$ cat src/rtl/reg_readback.sv
// reg_readback: read-side arbiter for the shared control register.
// Two level-request readers are served round-robin; each grant issues a
// single fetch strobe to the register source. The block then waits for the
// returned word, or substitutes ERR_WORD after TIMEOUT wait cycles. The
// result is delivered to the granted reader with a one-cycle ack.
//
// state    | meaning
// ---------+-------------------------------------------------------------
// ST_IDLE  | no transaction; arbitrate and latch owner when a req is high
// ST_ISSUE | fetch strobe to source for one cycle, timeout counter cleared
// ST_WAIT  | waiting for src_valid_i, counting toward the timeout
// ST_RESP  | ack pulse to owner, data/err already updated, update last-served
module reg_readback #(
    parameter int unsigned       DATA_W   = 32,
    parameter int unsigned       TIMEOUT  = 16,
    parameter logic [DATA_W-1:0] ERR_WORD = 32'hDEAD_BEEF
) (
    input  logic              clk_i,
    input  logic              rst_i,
    input  logic              rd1_req_i,
    input  logic              rd2_req_i,
    output logic              rd1_ack_o,
    output logic              rd2_ack_o,
    output logic [DATA_W-1:0] rd1_data_o,
    output logic [DATA_W-1:0] rd2_data_o,
    output logic              rd1_err_o,
    output logic              rd2_err_o,
    output logic              src_req_o,
    input  logic              src_valid_i,
    input  logic [DATA_W-1:0] src_data_i,
    output logic              busy_o
);

    localparam int unsigned      CNT_W    = $clog2(TIMEOUT + 1);
    localparam logic [CNT_W-1:0] CNT_LAST = CNT_W'(TIMEOUT - 1);

    typedef enum logic [1:0] {
        ST_IDLE  = 2'd0,
        ST_ISSUE = 2'd1,
        ST_WAIT  = 2'd2,
        ST_RESP  = 2'd3
    } state_t;

    // Reader identity encoding: 0 = reader 1, 1 = reader 2.
    localparam logic RD1 = 1'b0;
    localparam logic RD2 = 1'b1;

    state_t            state_q;
    state_t            state_d;
    logic              owner_q;
    logic              owner_d;
    logic              owner_ld;
    logic              last_q;
    logic              last_ld;
    logic [CNT_W-1:0]  cnt_q;
    logic              cnt_clr;
    logic              cnt_inc;
    logic              cap_ok;
    logic              cap_err;
    logic [DATA_W-1:0] cap_word;
    logic [DATA_W-1:0] rd1_data_q;
    logic [DATA_W-1:0] rd2_data_q;
    logic              rd1_err_q;
    logic              rd2_err_q;

    // State register; reset abandons any in-flight fetch.
    always_ff @(posedge clk_i or negedge rst_i) begin
        if (!rst_i) begin
            state_q <= ST_IDLE;
        end else begin
            state_q <= state_d;
        end
    end

    // Next-state decode plus the datapath control strobes for each state.
    always_comb begin
        state_d  = state_q;
        owner_d  = owner_q;
        owner_ld = 1'b0;
        last_ld  = 1'b0;
        cnt_clr  = 1'b0;
        cnt_inc  = 1'b0;
        cap_ok   = 1'b0;
        cap_err  = 1'b0;
        case (state_q)
            ST_IDLE: begin
                if (rd1_req_i || rd2_req_i) begin
                    owner_ld = 1'b1;
                    state_d  = ST_ISSUE;
                    // On a tie the reader not served last wins.
                    if (rd1_req_i && rd2_req_i) begin
                        owner_d = ~last_q;
                    end else begin
                        owner_d = rd2_req_i ? RD2 : RD1;
                    end
                end
            end
            ST_ISSUE: begin
                cnt_clr = 1'b1;
                state_d = ST_WAIT;
            end
            ST_WAIT: begin
                // Source data on the last wait cycle still beats the timeout.
                if (src_valid_i) begin
                    cap_ok  = 1'b1;
                    state_d = ST_RESP;
                end else if (cnt_q == CNT_LAST) begin
                    cap_err = 1'b1;
                    state_d = ST_RESP;
                end else begin
                    cnt_inc = 1'b1;
                end
            end
            ST_RESP: begin
                last_ld = 1'b1;
                state_d = ST_IDLE;
            end
            default: begin
                state_d = ST_IDLE;
            end
        endcase
    end

    // Owner latched once in IDLE; request changes afterwards are ignored.
    // Last-served resets to reader 2 so reader 1 takes the first tie.
    always_ff @(posedge clk_i or negedge rst_i) begin
        if (!rst_i) begin
            owner_q <= RD1;
            last_q  <= RD2;
        end else begin
            if (owner_ld) begin
                owner_q <= owner_d;
            end
            if (last_ld) begin
                last_q <= owner_q;
            end
        end
    end

    // Wait-cycle counter; stops at CNT_LAST, so it never wraps.
    always_ff @(posedge clk_i or negedge rst_i) begin
        if (!rst_i) begin
            cnt_q <= '0;
        end else if (cnt_clr) begin
            cnt_q <= '0;
        end else if (cnt_inc) begin
            cnt_q <= cnt_q + CNT_W'(1);
        end
    end

    assign cap_word = cap_ok ? src_data_i : ERR_WORD;

    // Owner's data/err are written on entry to RESP; the other reader's hold.
    always_ff @(posedge clk_i or negedge rst_i) begin
        if (!rst_i) begin
            rd1_data_q <= '0;
            rd1_err_q  <= 1'b0;
            rd2_data_q <= '0;
            rd2_err_q  <= 1'b0;
        end else if (cap_ok || cap_err) begin
            if (owner_q == RD1) begin
                rd1_data_q <= cap_word;
                rd1_err_q  <= cap_err;
            end else begin
                rd2_data_q <= cap_word;
                rd2_err_q  <= cap_err;
            end
        end
    end

    // Moore-decoded handshake outputs.
    assign src_req_o  = (state_q == ST_ISSUE);
    assign busy_o     = (state_q != ST_IDLE);
    assign rd1_ack_o  = (state_q == ST_RESP) && (owner_q == RD1);
    assign rd2_ack_o  = (state_q == ST_RESP) && (owner_q == RD2);
    assign rd1_data_o = rd1_data_q;
    assign rd2_data_o = rd2_data_q;
    assign rd1_err_o  = rd1_err_q;
    assign rd2_err_o  = rd2_err_q;

endmodule

$ cat config.mk
export PLATFORM = sky130hd
export DESIGN_NAME = reg_readback
export DESIGN_NICKNAME = d
export VERILOG_FILES = /design/src/rtl/reg_readback.sv
export SDC_FILE = /design/constraint.sdc
export NUM_CORES = 1
export LEC_CHECK = 0
export ABC_AREA = 1
export CAP_MARGIN = 15
export CELL_PAD_IN_SITES_DETAIL_PLACEMENT = 1
export CELL_PAD_IN_SITES_GLOBAL_PLACEMENT = 2
export CORE_ASPECT_RATIO = 1.5
export CORE_MARGIN = 1.5
export CORE_UTILIZATION = 23
export CTS_CLUSTER_SIZE = 16
export DETAILED_ROUTE_END_ITERATION = 8
export HOLD_SLACK_MARGIN = 0.03
export PLACE_DENSITY = 0.82
export SLEW_MARGIN = 25
export SYNTH_ARGS = -nofsm -noshare
export SYNTH_HDL_FRONTEND = slang
export SYNTH_SLANG_ARGS = --single-unit
$ cat constraint.sdc
create_clock -name clk_i -period 1.7 [get_ports clk_i]
set_input_delay 0.255 -clock clk_i [delete_from_list [all_inputs] [get_ports clk_i]]
set_output_delay 0.255 -clock clk_i [all_outputs]
set_load 0.03 [all_outputs]
==> results.py <==
metrics = {
    "outcome": {
        "status": "finished with violations",
        "violations": "negative setup slack",
    },
    "flow_run": {
        "max_cap_violations": 0,
    },
    "yosys": {
        "yosys.area.top_type_share_pct": 56.5,
        "yosysWarnings": 0,
        "synth.avg_cell_area_um2": 8.32,
        "yosys-top-cells-area": "dfrtp_1 (57%), nor2_1 (18%), nand2_1 (6.3%)",
        "synth_most_common_cell": "nor2_1",
        "syn-num-nets": 437,
        "synth_common_cells": "nor2_1 (161), dfrtp_1 (74), nand2_1 (55), inv_1 (19), or2_0 (18)",
        "ys_ff_latch": 75,
        "synth_area_um2": 3280,
        "yosys.area.top_type": "dfrtp_1",
        "yosysSeqAreaShare_pct": 57.3,
        "async_flop_share_pct": 100,
        "synthFlopType": "dfrtp_1",
        "ys_types": 22,
        "synth_edf_count": 0,
        "syn-instance-count": 394,
    },
    "sta": {
        "finalCritPeriodShare_pct": 103,
        "post-route-min-period_ps": 1750,
        "setup_viol": 20,
        "slew_headroom_pct": 69.3,
        "rsz0062_at_grt": "yes",
        "fin_skew_ps": 7.48,
        "fmax_mhz": 572,
        "hold_violations": 0,
        "whs_ps": 431,
        "setup_slack_ps": -47.0,
        "tightest_slew_ps": 461,
        "slew_viol_final": 0,
    },
    "global_route": {
        "grt_first_pass_wirelength_um": 17300,
        "grt_overflow": 0,
        "grt_pass1_vias": 3387,
        "grt_usage_pct": 15.0,
        "grt_max_degree": 44,
        "antenna_found_initial": 0,
    },
    "floorplan": {
        "row_count": 53,
        "coreArea_um2": 14000,
        "die-area_um2": 15000,
        "ios": 107,
        "fp.dieW_um": 100,
        "die_h_um": 149,
        "initial_core_util_pct": 23.4,
    },
    "placement": {
        "io_buffers": 106,
        "hpwlAfterDp_um": 7160,
        "gp_congestion": 0.773,
    },
    "detailed_routing": {
        "drtIter0Drc": 70,
        "antenna_left": 0,
        "drtPass1Iterations": 4,
        "drc_errors": 0,
        "num_vias": 3054,
        "drt-vias-per-instance": 4.21,
        "wl_per_cell_um": 15.0,
        "routed_wl_um": 10900,
    },
    "setup_path": {
        "startpoint_type": "register",
        "crit_fanout": 5,
        "cpMostUsedCell": "nor2_4",
        "worstPathCellList": "ha_4 > nand2_4 > nor2_4 > ha_4 > o21ai_4 > buf_12 > nor2_4 > buf_8 > nor2_4 > nor2_2",
        "cp_slowest_cell": "dfrtp_1",
        "crit_arrival_ps": 1960,
        "critPathRequiredTime_ps": 1920,
        "cp-end-kind": "register",
        "reg2reg_slack_ps": -50,
        "crit_path_max_incr_delay_ps": 420,
        "path_class": "register to register",
    },
    "clocking": {
        "insertion_delay_ps": 330,
        "clk_pin_slew_ps": 50,
        "cts_root_buffer": "clkbuf_16",
        "cts_tree": "yes",
        "clk_path_buf_depth": 2,
        "clock-sinks": 75,
        "cts_made_buffers": 9,
        "htree_levels": 3,
    },
    "finish": {
        "drive_gt1_share_pct": 22.5,
        "fin_nets": 573,
        "utilization_pct": 39.6,
        "area_growth_syn_to_layout_pct": 68.9,
        "fillers": 1628,
        "diodes": 0,
    },
    "pwr": {
        "p_leak_nw": 2.49,
        "ir_drop_v": 0.000604,
        "p_per_area_nw_per_um2": 2080,
    },
    "min_path": {
        "hold_path.class": "input port to asynchronous set/reset pin",
    },
}
==> per-stage QoR <==
stage	total power, mW	setup slack (ps)	cell area (um^2)	instances	TNS, ps
final	11.5	-47.0	5540	726	-365
after global routing	12.2	-111	5540	726	-2890
after CTS	11.1	-90.1	5200	718	-1600
after detailed placement	8.53	-458	4620	689	-14280
after global placement	8.34	-236	4620	689	-6740
after floorplan	6.08	54.6	3280	394	0
==> power breakdown <==
part | internal (mW) | switching, mW | total, mW
clock | 1.42 | 0.714 | 2.14
sequential | 2.62 | 0.679 | 3.30
combinational | 2.53 | 3.52 | 6.05
total | 6.57 | 4.92 | 11.5
==> worst max-delay path, delay by kind of cell, from the launching register on <==
family | cells | cell delay, ps
flops | 1 | 420
buf+inv | 2 | 320
simple gates | 5 | 300
fa+ha+maj | 2 | 350
compound gates | 1 | 240
==> final cells by class <==
class | count | area [um^2] | area share [%]
timing repair buffer | 140 | 1480 | 26.8
sequential | 75 | 1880 | 34.0
tap | 192 | 240 | 4.34
clock buffer | 10 | 229 | 4.14
multi-input combinational | 284 | 1530 | 27.6
clock inverter | 5 | 103 | 1.85
inverter | 20 | 75.1 | 1.36
==> per-layer routing <==
metal | vias to the layer above | global-route usage, % | share of wire [%]
met3 | 13 | 3.28 | 4.2
li1 | 1468 | - | -
met2 | 71 | 27.8 | 55
met1 | 1502 | 16.8 | 40
met5 | - | 0 | 0
met4 | 0 | 5.00 | 1.5
==> flip-flops by register name, summed over array words and instances, names as in the netlist <==
| register | cells |
|---|---|
| rd1_err_o | 1 |
| last_q | 1 |
| rd2_err_o | 1 |
| state_q | 2 |
| rd1_data_o | 32 |
| rd2_data_o | 32 |
| cnt_q | 5 |
| owner_q | 1 |
==> layout by cell type (no fill, tap or decap), types with 2 or more instances in the layout <==
| master | n |
|---|---|
| ha_1 | 3 |
| ha_4 | 2 |
| o21ai_0 | 5 |
| nand2_1 | 53 |
| nor2_4 | 20 |
| nand3_1 | 5 |
| a21oi_1 | 3 |
| dlymetal6s2s_1 | 10 |
| clkbuf_16 | 9 |
| dfrtp_1 | 73 |
| o21ai_2 | 2 |
| or2_1 | 4 |
| buf_6 | 6 |
| inv_2 | 2 |
| inv_1 | 18 |
| bufinv_16 | 3 |
| o21ai_1 | 14 |
| or2_2 | 3 |
| nor2_1 | 114 |
| buf_12 | 10 |
| or2_0 | 18 |
| clkdlybuf4s50_1 | 91 |
| nor2_2 | 31 |
| buf_4 | 19 |
==> worst paths after layout <==
kind	from	to	depth (start not counted)
setup / recovery	cnt_q[0]	rd2_data_o[13]	10
hold / removal	rst_i	rd2_data_o[12]	2
setup reg to reg	cnt_q[0]	rd2_data_o[13]	10
hold reg to reg	last_q	last_q	2
max in group asynchronous	rst_i	last_q	3
min in group clk_i	last_q	last_q	2
==> timing repair <==
item | in CTS | in global routing
setup endpoints to repair | 58 | 75
pin swaps | 8 | 18
endpoints found under the hold margin | 30 | 0
buffers inserted | 10 | 8
hold buffers | 1 | 0
gates resized for setup | 29 | 89
gates cloned | 3 | 1
==> cells by family (layout without fill, tap and decap cells) <==
logic type,count (synthesis),in the layout,share of synthesized area (%)
AOI/OAI and AO/OA,25,25,3.82
adders and majority gates,6,6,2.29
buffers and inverters,38,175,5.15
DFF,75,75,57.3
and+or+nand+nor,250,253,31.4
(Power assumes the default switching activity.)
